## config.mk

```make
export PLATFORM = sky130hd
export DESIGN_NAME = idex_alu_issue
export DESIGN_NICKNAME = d
export VERILOG_FILES = /design/src/rtl/idex_alu_issue_pkg.sv /design/src/rtl/idex_alu_issue_decode.sv /design/src/rtl/idex_alu_issue.sv
export SDC_FILE = /design/constraint.sdc
export NUM_CORES = 1
export LEC_CHECK = 0
export ABC_AREA = 1
export CORE_MARGIN = 4
export CORE_UTILIZATION = 42
export DETAILED_ROUTE_END_ITERATION = 6
export PLACE_DENSITY = 0.78
export SYNTH_ARGS = -nofsm -noshare
export SYNTH_HDL_FRONTEND = slang
export SYNTH_SLANG_ARGS = --single-unit
```

## constraint.sdc

```tcl
create_clock -name clk -period 0.9 [get_ports clk]
set_input_delay 0.18 -clock clk [delete_from_list [all_inputs] [get_ports clk]]
set_output_delay 0.18 -clock clk [all_outputs]
set_load 0.02 [all_outputs]
```

## src/rtl/idex_alu_issue_pkg.sv

```systemverilog
// Shared definitions for the ID/EX ALU issue stage: ALUFun codes, MIPS opcode/funct
// values, operand-select enums and instruction field slices.
package idex_alu_issue_pkg;

  // ALUFun encoding; [5:4] picks the ALU unit (adder, logic, shift, compare)
  localparam logic [5:0] ALU_ADD = 6'b000000;
  localparam logic [5:0] ALU_SUB = 6'b000001;
  localparam logic [5:0] ALU_AND = 6'b011000;
  localparam logic [5:0] ALU_OR  = 6'b011110;
  localparam logic [5:0] ALU_XOR = 6'b010110;
  localparam logic [5:0] ALU_NOR = 6'b010001;
  localparam logic [5:0] ALU_SLL = 6'b100000;
  localparam logic [5:0] ALU_SRL = 6'b100001;
  localparam logic [5:0] ALU_SRA = 6'b100011;
  localparam logic [5:0] ALU_EQ  = 6'b110011;
  localparam logic [5:0] ALU_NEQ = 6'b110001;
  localparam logic [5:0] ALU_LT  = 6'b110101;
  localparam logic [5:0] ALU_LEZ = 6'b111101;
  localparam logic [5:0] ALU_LTZ = 6'b111011;
  localparam logic [5:0] ALU_GTZ = 6'b111111;

  localparam logic [5:0] OP_RTYPE  = 6'h00;
  localparam logic [5:0] OP_REGIMM = 6'h01;
  localparam logic [5:0] OP_BEQ    = 6'h04;
  localparam logic [5:0] OP_BNE    = 6'h05;
  localparam logic [5:0] OP_BLEZ   = 6'h06;
  localparam logic [5:0] OP_BGTZ   = 6'h07;
  localparam logic [5:0] OP_ADDI   = 6'h08;
  localparam logic [5:0] OP_ADDIU  = 6'h09;
  localparam logic [5:0] OP_SLTI   = 6'h0A;
  localparam logic [5:0] OP_SLTIU  = 6'h0B;
  localparam logic [5:0] OP_ANDI   = 6'h0C;
  localparam logic [5:0] OP_ORI    = 6'h0D;
  localparam logic [5:0] OP_XORI   = 6'h0E;
  localparam logic [5:0] OP_LUI    = 6'h0F;
  localparam logic [5:0] OP_LW     = 6'h23;
  localparam logic [5:0] OP_SW     = 6'h2B;

  localparam logic [5:0] FN_SLL  = 6'h00;
  localparam logic [5:0] FN_SRL  = 6'h02;
  localparam logic [5:0] FN_SRA  = 6'h03;
  localparam logic [5:0] FN_SLLV = 6'h04;
  localparam logic [5:0] FN_SRLV = 6'h06;
  localparam logic [5:0] FN_SRAV = 6'h07;
  localparam logic [5:0] FN_ADD  = 6'h20;
  localparam logic [5:0] FN_ADDU = 6'h21;
  localparam logic [5:0] FN_SUB  = 6'h22;
  localparam logic [5:0] FN_SUBU = 6'h23;
  localparam logic [5:0] FN_AND  = 6'h24;
  localparam logic [5:0] FN_OR   = 6'h25;
  localparam logic [5:0] FN_XOR  = 6'h26;
  localparam logic [5:0] FN_NOR  = 6'h27;
  localparam logic [5:0] FN_SLT  = 6'h2A;
  localparam logic [5:0] FN_SLTU = 6'h2B;

  typedef enum logic [1:0] {A_RS, A_SHAMT, A_ZERO} a_sel_e;
  typedef enum logic [1:0] {B_RT, B_IMM, B_ZERO} b_sel_e;
  typedef enum logic [1:0] {EXT_SIGN, EXT_ZERO, EXT_LUI} ext_e;
  typedef enum logic [1:0] {WB_NONE, WB_RD, WB_RT} wb_sel_e;

  function automatic logic [5:0] f_opcode(input logic [31:0] ins); return ins[31:26]; endfunction
  function automatic logic [4:0] f_rs(input logic [31:0] ins);     return ins[25:21]; endfunction
  function automatic logic [4:0] f_rt(input logic [31:0] ins);     return ins[20:16]; endfunction
  function automatic logic [4:0] f_rd(input logic [31:0] ins);     return ins[15:11]; endfunction
  function automatic logic [4:0] f_shamt(input logic [31:0] ins);  return ins[10:6];  endfunction
  function automatic logic [15:0] f_imm(input logic [31:0] ins);   return ins[15:0];  endfunction
  function automatic logic [5:0] f_funct(input logic [31:0] ins);  return ins[5:0];   endfunction

endpackage

```

## src/rtl/idex_alu_issue_decode.sv

```systemverilog
// Combinational MIPS decoder: opcode/funct -> ALUFun, sign, operand selects and
// control bits. Illegal encodings come out with every control bit cleared.
module idex_alu_issue_decode
  import idex_alu_issue_pkg::*;
(
  input  logic [5:0] opcode_i,
  input  logic [4:0] rt_i,
  input  logic [5:0] funct_i,
  output logic [5:0] alu_fun_o,
  output logic       sign_o,
  output logic [1:0] a_sel_o,
  output logic [1:0] b_sel_o,
  output logic [1:0] ext_o,
  output logic [1:0] wb_sel_o,
  output logic       reg_write_o,
  output logic       mem_read_o,
  output logic       mem_write_o,
  output logic       is_branch_o,
  output logic       illegal_o
);

  always_comb begin
    alu_fun_o   = ALU_ADD;
    sign_o      = 1'b1;
    a_sel_o     = A_RS;
    b_sel_o     = B_RT;
    ext_o       = EXT_SIGN;
    wb_sel_o    = WB_NONE;
    reg_write_o = 1'b0;
    mem_read_o  = 1'b0;
    mem_write_o = 1'b0;
    is_branch_o = 1'b0;
    illegal_o   = 1'b0;

    case (opcode_i)
      OP_RTYPE: begin
        wb_sel_o    = WB_RD;
        reg_write_o = 1'b1;
        case (funct_i)
          FN_SLL:  begin alu_fun_o = ALU_SLL; a_sel_o = A_SHAMT; end
          FN_SRL:  begin alu_fun_o = ALU_SRL; a_sel_o = A_SHAMT; end
          FN_SRA:  begin alu_fun_o = ALU_SRA; a_sel_o = A_SHAMT; end
          FN_SLLV: alu_fun_o = ALU_SLL;
          FN_SRLV: alu_fun_o = ALU_SRL;
          FN_SRAV: alu_fun_o = ALU_SRA;
          FN_ADD:  alu_fun_o = ALU_ADD;
          FN_ADDU: sign_o = 1'b0;
          FN_SUB:  alu_fun_o = ALU_SUB;
          FN_SUBU: begin alu_fun_o = ALU_SUB; sign_o = 1'b0; end
          FN_AND:  alu_fun_o = ALU_AND;
          FN_OR:   alu_fun_o = ALU_OR;
          FN_XOR:  alu_fun_o = ALU_XOR;
          FN_NOR:  alu_fun_o = ALU_NOR;
          FN_SLT:  alu_fun_o = ALU_LT;
          FN_SLTU: begin alu_fun_o = ALU_LT; sign_o = 1'b0; end
          default: begin
            illegal_o   = 1'b1;
            wb_sel_o    = WB_NONE;
            reg_write_o = 1'b0;
          end
        endcase
      end
      // Only bltz (rt=0) is supported in the REGIMM group
      OP_REGIMM: begin
        if (rt_i == 5'd0) begin
          alu_fun_o   = ALU_LTZ;
          b_sel_o     = B_ZERO;
          is_branch_o = 1'b1;
        end else begin
          illegal_o = 1'b1;
        end
      end
      OP_BEQ:  begin alu_fun_o = ALU_EQ;  is_branch_o = 1'b1; end
      OP_BNE:  begin alu_fun_o = ALU_NEQ; is_branch_o = 1'b1; end
      OP_BLEZ: begin alu_fun_o = ALU_LEZ; b_sel_o = B_ZERO; is_branch_o = 1'b1; end
      OP_BGTZ: begin alu_fun_o = ALU_GTZ; b_sel_o = B_ZERO; is_branch_o = 1'b1; end
      OP_ADDI, OP_ADDIU, OP_SLTI, OP_SLTIU: begin
        b_sel_o     = B_IMM;
        wb_sel_o    = WB_RT;
        reg_write_o = 1'b1;
        if (opcode_i == OP_SLTI || opcode_i == OP_SLTIU) alu_fun_o = ALU_LT;
        if (opcode_i == OP_ADDIU || opcode_i == OP_SLTIU) sign_o = 1'b0;
      end
      OP_ANDI, OP_ORI, OP_XORI: begin
        b_sel_o     = B_IMM;
        ext_o       = EXT_ZERO;
        wb_sel_o    = WB_RT;
        reg_write_o = 1'b1;
        alu_fun_o   = (opcode_i == OP_ANDI) ? ALU_AND :
                      (opcode_i == OP_ORI)  ? ALU_OR  : ALU_XOR;
      end
      OP_LUI: begin
        a_sel_o     = A_ZERO;
        b_sel_o     = B_IMM;
        ext_o       = EXT_LUI;
        wb_sel_o    = WB_RT;
        reg_write_o = 1'b1;
      end
      OP_LW: begin
        b_sel_o     = B_IMM;
        wb_sel_o    = WB_RT;
        reg_write_o = 1'b1;
        mem_read_o  = 1'b1;
      end
      OP_SW: begin
        b_sel_o     = B_IMM;
        mem_write_o = 1'b1;
      end
      default: illegal_o = 1'b1;
    endcase
  end

endmodule

```

## src/rtl/idex_alu_issue.sv

```systemverilog
// ID/EX issue stage: decodes the instruction, muxes ALU operands and registers them
// together with the writeback/memory controls behind a flush > stall > load priority.
module idex_alu_issue
  import idex_alu_issue_pkg::*;
#(
  parameter int DATA_W   = 32,   // only 32 is supported
  parameter bit TRAP_ILL = 1'b1
) (
  input  logic              clk,
  input  logic              reset,
  input  logic [31:0]       instr_in,
  input  logic              valid_in,
  input  logic [DATA_W-1:0] rs_data,
  input  logic [DATA_W-1:0] rt_data,
  input  logic              stall,
  input  logic              flush,
  output logic [DATA_W-1:0] alu_a,
  output logic [DATA_W-1:0] alu_b,
  output logic [5:0]        alu_fun,
  output logic              alu_sign,
  output logic [4:0]        wb_addr,
  output logic              reg_write,
  output logic              mem_read,
  output logic              mem_write,
  output logic [DATA_W-1:0] st_data,
  output logic              is_branch,
  output logic              valid_out,
  output logic              illegal_out
);

  logic [5:0] dec_fun;
  logic       dec_sign, dec_rw, dec_mr, dec_mw, dec_br, dec_ill;
  logic [1:0] dec_a_sel, dec_b_sel, dec_ext, dec_wb_sel;

  idex_alu_issue_decode u_decode (
    .opcode_i    (f_opcode(instr_in)),
    .rt_i        (f_rt(instr_in)),
    .funct_i     (f_funct(instr_in)),
    .alu_fun_o   (dec_fun),
    .sign_o      (dec_sign),
    .a_sel_o     (dec_a_sel),
    .b_sel_o     (dec_b_sel),
    .ext_o       (dec_ext),
    .wb_sel_o    (dec_wb_sel),
    .reg_write_o (dec_rw),
    .mem_read_o  (dec_mr),
    .mem_write_o (dec_mw),
    .is_branch_o (dec_br),
    .illegal_o   (dec_ill)
  );

  logic [DATA_W-1:0] imm_ext, op_a, op_b;
  logic [4:0]        wb_sel_addr;

  always_comb begin
    case (dec_ext)
      EXT_ZERO: imm_ext = {{(DATA_W-16){1'b0}}, f_imm(instr_in)};
      EXT_LUI:  imm_ext = {f_imm(instr_in), {(DATA_W-16){1'b0}}};
      default:  imm_ext = {{(DATA_W-16){instr_in[15]}}, f_imm(instr_in)};
    endcase
    case (dec_a_sel)
      A_SHAMT: op_a = {{(DATA_W-5){1'b0}}, f_shamt(instr_in)};
      A_ZERO:  op_a = '0;
      default: op_a = rs_data;
    endcase
    case (dec_b_sel)
      B_IMM:   op_b = imm_ext;
      B_ZERO:  op_b = '0;
      default: op_b = rt_data;
    endcase
    case (dec_wb_sel)
      WB_RD:   wb_sel_addr = f_rd(instr_in);
      WB_RT:   wb_sel_addr = f_rt(instr_in);
      default: wb_sel_addr = 5'd0;
    endcase
  end

  logic [DATA_W-1:0] a_q, a_d, b_q, b_d, st_q, st_d;
  logic [5:0]        fun_q, fun_d;
  logic [4:0]        wb_q, wb_d;
  logic              sign_q, sign_d, rw_q, rw_d, mr_q, mr_d, mw_q, mw_d;
  logic              br_q, br_d, valid_q, valid_d, ill_q, ill_d;

  always_comb begin
    a_d     = a_q;
    b_d     = b_q;
    st_d    = st_q;
    fun_d   = fun_q;
    wb_d    = wb_q;
    sign_d  = sign_q;
    rw_d    = rw_q;
    mr_d    = mr_q;
    mw_d    = mw_q;
    br_d    = br_q;
    valid_d = valid_q;
    ill_d   = ill_q;
    if (flush) begin
      rw_d    = 1'b0;
      mr_d    = 1'b0;
      mw_d    = 1'b0;
      br_d    = 1'b0;
      valid_d = 1'b0;
      ill_d   = 1'b0;
    end else if (!stall) begin
      a_d     = op_a;
      b_d     = op_b;
      st_d    = rt_data;
      fun_d   = dec_fun;
      wb_d    = wb_sel_addr;
      sign_d  = dec_sign;
      rw_d    = 1'b0;
      mr_d    = 1'b0;
      mw_d    = 1'b0;
      br_d    = 1'b0;
      valid_d = 1'b0;
      ill_d   = 1'b0;
      // Without trapping, an illegal encoding issues as a control-free NOP
      if (valid_in) begin
        if (dec_ill && TRAP_ILL) begin
          ill_d = 1'b1;
        end else begin
          valid_d = 1'b1;
          rw_d    = dec_rw && (wb_sel_addr != 5'd0);
          mr_d    = dec_mr;
          mw_d    = dec_mw;
          br_d    = dec_br;
        end
      end
    end
  end

  always_ff @(posedge clk or negedge reset) begin
    if (!reset) begin
      a_q     <= '0;
      b_q     <= '0;
      st_q    <= '0;
      fun_q   <= ALU_ADD;
      wb_q    <= 5'd0;
      sign_q  <= 1'b0;
      rw_q    <= 1'b0;
      mr_q    <= 1'b0;
      mw_q    <= 1'b0;
      br_q    <= 1'b0;
      valid_q <= 1'b0;
      ill_q   <= 1'b0;
    end else begin
      a_q     <= a_d;
      b_q     <= b_d;
      st_q    <= st_d;
      fun_q   <= fun_d;
      wb_q    <= wb_d;
      sign_q  <= sign_d;
      rw_q    <= rw_d;
      mr_q    <= mr_d;
      mw_q    <= mw_d;
      br_q    <= br_d;
      valid_q <= valid_d;
      ill_q   <= ill_d;
    end
  end

  assign alu_a       = a_q;
  assign alu_b       = b_q;
  assign st_data     = st_q;
  assign alu_fun     = fun_q;
  assign wb_addr     = wb_q;
  assign alu_sign    = sign_q;
  assign reg_write   = rw_q;
  assign mem_read    = mr_q;
  assign mem_write   = mw_q;
  assign is_branch   = br_q;
  assign valid_out   = valid_q;
  assign illegal_out = ill_q;

endmodule

```

# After elaboration in Yosys (flattened, before gate mapping)
# Cells that the tools add are included.
# word_totals
reg_bits	114
inputBits	101
elab_cells	129
# classes
n_eq_ne	39
muxes	53
bitwise	2
n_reduce_logical	23
# ops
operator	n
case mux 32 bit (2 select lines)	3
equality test 6 bit, second input constant	12
case mux 6 bit (9 select lines)	1
equality test 6 x 4 -> 1 bit, second input constant	8
case mux 6 bit (8 select lines)	1
equality test 6 x 3 -> 1 bit, second input constant	7
two-way mux 1 bit	34
two-way mux 6 bit	3
OR reduction 16 bit	1
OR reduction 14 bit	1
equality test 6 x 2 -> 1 bit, second input constant	2
logical NOT 6 bit	2
case mux 2 bit (2 select lines)	3
OR reduction 2 bit	6
case mux 5 bit (2 select lines)	1
OR reduction 10 bit	1
OR reduction 3 bit	3
OR reduction 9 bit	1
equality test 2 x 1 -> 1 bit, second input constant	4
equality test 2 bit, second input constant	4
OR reduction 4 bit	2
equality test 6 x 1 -> 1 bit, second input constant	1
case mux 1 bit (2 select lines)	3
case mux 2 bit (3 select lines)	1
other kinds (10)	12

# Depth between registers and ports, before layout
# logic_depth
depth_word	12
ltp_mapped	17
mapped_depth_nobuf	17

# Cells and area by module
# From an unflattened synthesis, not the netlist that was laid out.
# hier_totals
cells_unflattened	665
hier_area_um2	5579.1
# by_module_without_submodules
module	n_inst	cells_per_inst	area_per_inst_um2	seq_area_each_um2
idex_alu_issue	1	552	5017.3	2852.7
idex_alu_issue_decode	1	113	561.8	0.0

# Worst setup path before layout
# Ideal clock, no wire load.
# synth_timing
path_kind	in2reg
startpoint	in instr_in[29]
endpoint	reg a_q[3], in the netlist alu_a[3]
setup_ns	0.128
t_arrival_ns	1.703
path_slack_ns	-0.931
path_stages	9
n_path_buf	2
cell_sequence	nor2_4 > inv_1 > nor3_4 > o2111a_1 > ha_1 > clkbuf_1 > clkbuf_1 > a22oi_1 > o21ai_0
# synth_between
elab_chain_len	4
word_cells_on_any_way	6
cone_classes	3 x eq/ne; 2 x mux; 1 x reduce/logical
# synth_lines
item	line_no	source
from (decl)	idex_alu_issue.sv:11	input logic [31:0] instr_in,
equality test 6 x 4 -> 1 bit or logical NOT 6 bit (tied branches)	idex_alu_issue_decode.sv:35	case (opcode_i)
case mux 2 bit (2 select lines) *	idex_alu_issue_decode.sv:35	
equality test 2 bit or equality test 2 x 1 -> 1 bit (tied branches)	idex_alu_issue.sv:61	case (dec_a_sel)
case mux 32 bit (2 select lines) *	idex_alu_issue.sv:61	
to (signal assigned)	idex_alu_issue.sv:134	a_q <= '0;
to (signal assigned)	idex_alu_issue.sv:147	a_q <= a_d;
to (decl)	idex_alu_issue.sv:78	logic [DATA_W-1:0] a_q, a_d, b_q, b_d, st_q, st_d;
# Every way passes the cells marked *; elsewhere a longest branch is shown, timed or not.
# A chain may end at the register's enable or synchronous reset.

# Worst setup path in the final report
# layout_timing
startpoint	in instr_in[27]
endpoint	reg b_q[18], in the netlist alu_b[18]
# layout_between
elab_chain_len	6
word_cells_on_any_way	24
cone_classes	17 x eq/ne; 4 x mux; 3 x reduce/logical
# layout_lines
item	line_no	source
equality test 6 x 4 -> 1 bit	idex_alu_issue_decode.sv:35	
OR reduction 3 bit	n/a	
case mux 2 bit (2 select lines)	idex_alu_issue_decode.sv:35	
equality test 2 bit or equality test 2 x 1 -> 1 bit (tied branches)	idex_alu_issue.sv:56	case (dec_ext)
case mux 32 bit (2 select lines)	idex_alu_issue.sv:56	
case mux 32 bit (2 select lines) *	idex_alu_issue.sv:66	case (dec_b_sel)
to (signal assigned)	idex_alu_issue.sv:135	b_q <= '0;
to (signal assigned)	idex_alu_issue.sv:148	b_q <= b_d;
to (decl)	idex_alu_issue.sv:78	
# Marks and branches as above.

==> impl_summary.log <==
INFO  metric globalRouteOverflowTotal = 0
INFO  metric pre_cts_slack = -1.60 ns
INFO  metric placement.io_buffers = 209
INFO  metric cts_tree = yes
INFO  metric detailroute.via_count = 7616
INFO  metric ys_ff_latch = 114
INFO  metric arrival_time_of_data_at_the_critical_path_endpoint = 1.94 ns
INFO  metric final.period_utilization = 180%
INFO  metric holdPathEnd = mem_write
INFO  metric synthTopCellsByArea = sky130_fd_sc_hd__dfrtp_1, sky130_fd_sc_hd__nand2_1, sky130_fd_sc_hd__o221ai_1
INFO  metric ant_nets = 0
INFO  metric cap_viol_max_count = 0
INFO  metric fin_crit = 1.62 ns
INFO  metric violated_checks = negative setup slack
INFO  metric ir_drop = 1.24 mV
INFO  metric postSynthAreaPerCell = 8.32 um2
INFO  metric worst-slew-pin-transition = 0.522 ns
INFO  metric timing.final.hold_violations = 0
INFO  metric total_power = 19.5 mW
INFO  metric clock.fmax = 619 MHz
INFO  metric synth_top_cell_by_area = sky130_fd_sc_hd__dfrtp_1
INFO  metric drv_slew = 0
INFO  metric drtIter0Drc = 1011
INFO  metric ctsHtreeMaxLevel = 4
INFO  metric place.gp.congestion = 0.903
INFO  metric layout_stage_area_growth_over_the_synthesis_result = 112%
INFO  metric area_of_the_mapped_netlist = 5280 um2
INFO  metric clk_transition_reported_paths = 0.06 ns
INFO  metric rsz0062_at_grt = true
INFO  metric cpMaxStageDelayCell = sky130_fd_sc_hd__ha_4
INFO  metric clk-insertion-delay-late = 0.43 ns
INFO  metric min_from = instr_in[28]
INFO  metric track_usage = 33.3%
INFO  metric yosysWarnings = 0
INFO  metric internal_reg_to_reg_setup_slack = -0.24 ns
INFO  metric drtPass1Iterations = 6
INFO  metric antennaDiodeCount = 0
INFO  metric boundaryPins = 215
INFO  metric clock-sinks = 114
INFO  metric core_area = 12200 um2
INFO  metric yosysTopAreaCellShare = 54.0%
INFO  metric grt_first_pass_wirelength = 37300 um
INFO  metric floorplan.die.height = 120 um
INFO  metric setup_violations = 210
INFO  metric synthesis.nets = 742
INFO  metric timing.critical_path.from_type = input port
INFO  metric start_util = 43.4%
INFO  metric drc = 0
INFO  metric wl_per_cell = 26.2 um
INFO  metric finClkSkew = 0 ns
INFO  metric hold_path_depth = 5
INFO  metric power_density = 1740 nW/um2
INFO  metric count_leader_synth = sky130_fd_sc_hd__nand2_1
INFO  metric n_fill_cell = 383
INFO  metric clock_tree.buffer_depth = 2
INFO  metric die_area = 14400 um2
INFO  metric detail_route.vias_per_cell = 6.20
INFO  metric hold_class = in2reg
INFO  metric final_critical_path_setup_slack = -0.717 ns
INFO  metric outcome = complete, but fails checks
INFO  metric critical_path.max_fanout = 8
INFO  metric path_buf_inv = 7
INFO  metric synth_top_flop_cell = sky130_fd_sc_hd__dfrtp_1
INFO  metric timing.reg2reg.worst_path_depth = 5
INFO  metric synthDistinctLibCells = 28
INFO  metric slew-limit-headroom = 65.1%
INFO  metric chipWidth = 120 um
INFO  metric timing.critical_path.cells = buf_8 > buf_6 > nor2_4 > buf_6 > nand3_2 > nand2_1 > inv_2 > nand2_2 > ha_4 > inv_4 > nand2_4 > nor2_4 > buf_12 > buf_12 > nand2_8 > o221ai_2
INFO  metric yosysSeqAreaShare = 54.0%
INFO  metric cts_inserted_buffers = 17
INFO  metric cell_count_after_synthesis = 635
INFO  metric finalNetCount = 1155
INFO  metric crit-reg2reg-launch = alu_b[5]
INFO  metric synth_edf_count = 0
INFO  metric timing.critical_path.slowest_cell_delay = 0.21 ns
INFO  metric clock-root-buffer = sky130_fd_sc_hd__clkbuf_16
INFO  metric worst_setup_path_end_kind = flip-flop
INFO  metric synth_async_sr_flop_share = 100%
INFO  metric final_layout_size_suffix_gt1_share = 54.9%
INFO  metric rr_endpoint = alu_b[5]
INFO  metric leakage_power_figure = 5.55 nW
INFO  metric synthTopCellsByCount = sky130_fd_sc_hd__nand2_1, sky130_fd_sc_hd__dfrtp_1, sky130_fd_sc_hd__nand3_1, sky130_fd_sc_hd__inv_1, sky130_fd_sc_hd__o221ai_1
INFO  metric initial_antenna_violation_count = 0
INFO  metric dp_hpwl = 14000 um
INFO  metric std_cell_rows = 40
INFO  metric worst-setup-path-type = in2reg
INFO  metric grt_pass1_vias = 6870
INFO  metric grt_max_degree = 44
INFO  metric critPathRequiredTime = 1.23 ns
INFO  metric drt_wirelength = 32200 um
INFO  metric timing.critical_path.max_delay_family = buffers and inverters
what timing repair did:
| item | 4_1_cts | 5_1_grt |
|---|---|---|
| setup buffers | 64 | 47 |
| pin swaps | 52 | 65 |
| hold buffers | 1 | 0 |
| cloned | 5 | 3 |
| resized for setup | 893 | 149 |
| endpoints found under the setup margin | 228 | 213 |
| hold endpoints to repair | 114 | 0 |
worst max-delay path by stage:
| stage | start | endpoint | slack (ns) | depth (start not counted) |
|---|---|---|---|---|
| 3_3_place_gp | instr_in[28] | alu_b[4] | -1.50 | 7 |
| 5_1_grt | instr_in[27] | reg_write | -0.78 | 16 |
| 3_5_place_dp | instr_in[27] | reg_write | -1.60 | 19 |
| 2_1_floorplan | instr_in[29] | alu_a[3] | -0.86 | 9 |
| 4_1_cts | instr_in[27] | alu_b[11] | -0.66 | 14 |
| 6_report | instr_in[27] | alu_b[18] | -0.72 | 16 |
where the power goes:
part	switching [mW]	internal (mW)	leakage [nW]	total, mW
clock	2.88	4.38	0.286	7.25
combinational	3.02	2.91	3.82	5.93
sequential	0.571	5.73	1.44	6.30
total	6.47	13.0	5.55	19.5
cells by family (layout without fill, tap and decap cells):
kind of cell	count (synthesis)	count (layout)	share of synthesized area (%)
compound gates	84	85	11.1
fa+ha+maj	6	6	1.42
buf+inv	75	498	5.71
flops	114	114	54.0
simple gates	356	358	27.8
layer usage:
layer	vias up	track usage [%]	wire length, um
met5	-	0	0
met4	0	18.6	3210
met3	301	7.16	3310
met2	768	57.0	15300
met1	3616	38.5	10300
li1	2931	-	-
tightest hold or removal path: stages:
cell and delay, ns:
sky130_fd_sc_hd__buf_6 0.10, sky130_fd_sc_hd__nor2_4 0.05, sky130_fd_sc_hd__nand3_2 0.07, sky130_fd_sc_hd__buf_4 0.10, sky130_fd_sc_hd__o41ai_1 0.06
per-stage QoR:
stage	instances	hold slack [ns]	util, %	setup TNS [ns]	instance area, um2
5_1_grt	1229	0.192	92.3	-75.26	11200
2_1_floorplan	635	-0.116	-	-51.97	5430
4_1_cts	1182	0.174	84.1	-63.13	10200
6_report	1229	0.184	92.3	-69.22	11200
3_5_place_dp	1082	0.0653	68.6	-164.24	8350
3_3_place_gp	1082	0.0674	68.6	-157.97	8350
cell usage in the layout, fill, tap and decap left out, types with 5 or more instances in the layout:
cell / instances
sky130_fd_sc_hd__nand3_2: 33
sky130_fd_sc_hd__buf_4: 176
sky130_fd_sc_hd__dfrtp_1: 114
sky130_fd_sc_hd__nand3_1: 6
sky130_fd_sc_hd__o221ai_2: 31
sky130_fd_sc_hd__inv_4: 7
sky130_fd_sc_hd__buf_12: 15
sky130_fd_sc_hd__nor2_2: 9
sky130_fd_sc_hd__clkbuf_16: 19
sky130_fd_sc_hd__a22oi_2: 5
sky130_fd_sc_hd__buf_8: 5
sky130_fd_sc_hd__a21oi_1: 17
sky130_fd_sc_hd__o21ai_1: 5
sky130_fd_sc_hd__nand2_4: 10
sky130_fd_sc_hd__inv_2: 10
sky130_fd_sc_hd__buf_6: 136
sky130_fd_sc_hd__o21ai_2: 9
sky130_fd_sc_hd__nand2_1: 220
sky130_fd_sc_hd__nor2_1: 6
sky130_fd_sc_hd__nand3_4: 10
sky130_fd_sc_hd__nor2_4: 21
sky130_fd_sc_hd__clkdlybuf4s50_1: 75
sky130_fd_sc_hd__inv_1: 23
sky130_fd_sc_hd__nand2_2: 37
sky130_fd_sc_hd__ha_4: 5
sky130_fd_sc_hd__o21ai_4: 5
layout make-up:
class	instances	area [um2]	share of cell area, %
inverter	42	185	1.65
clock buffer	17	425	3.79
timing repair buffer	424	4180	37.3
multi-input combinational	449	3180	28.3
clock inverter	15	183	1.63
sequential	114	2850	25.4
tap	168	210	1.87
state kept, by name, summed over array words and instances, names as in the netlist, 5 cells and up:
signal   cells
wb_addr      5
alu_b       32
alu_a       32
alu_fun      6
st_data     32
Power figures use the tool's default switching activity.
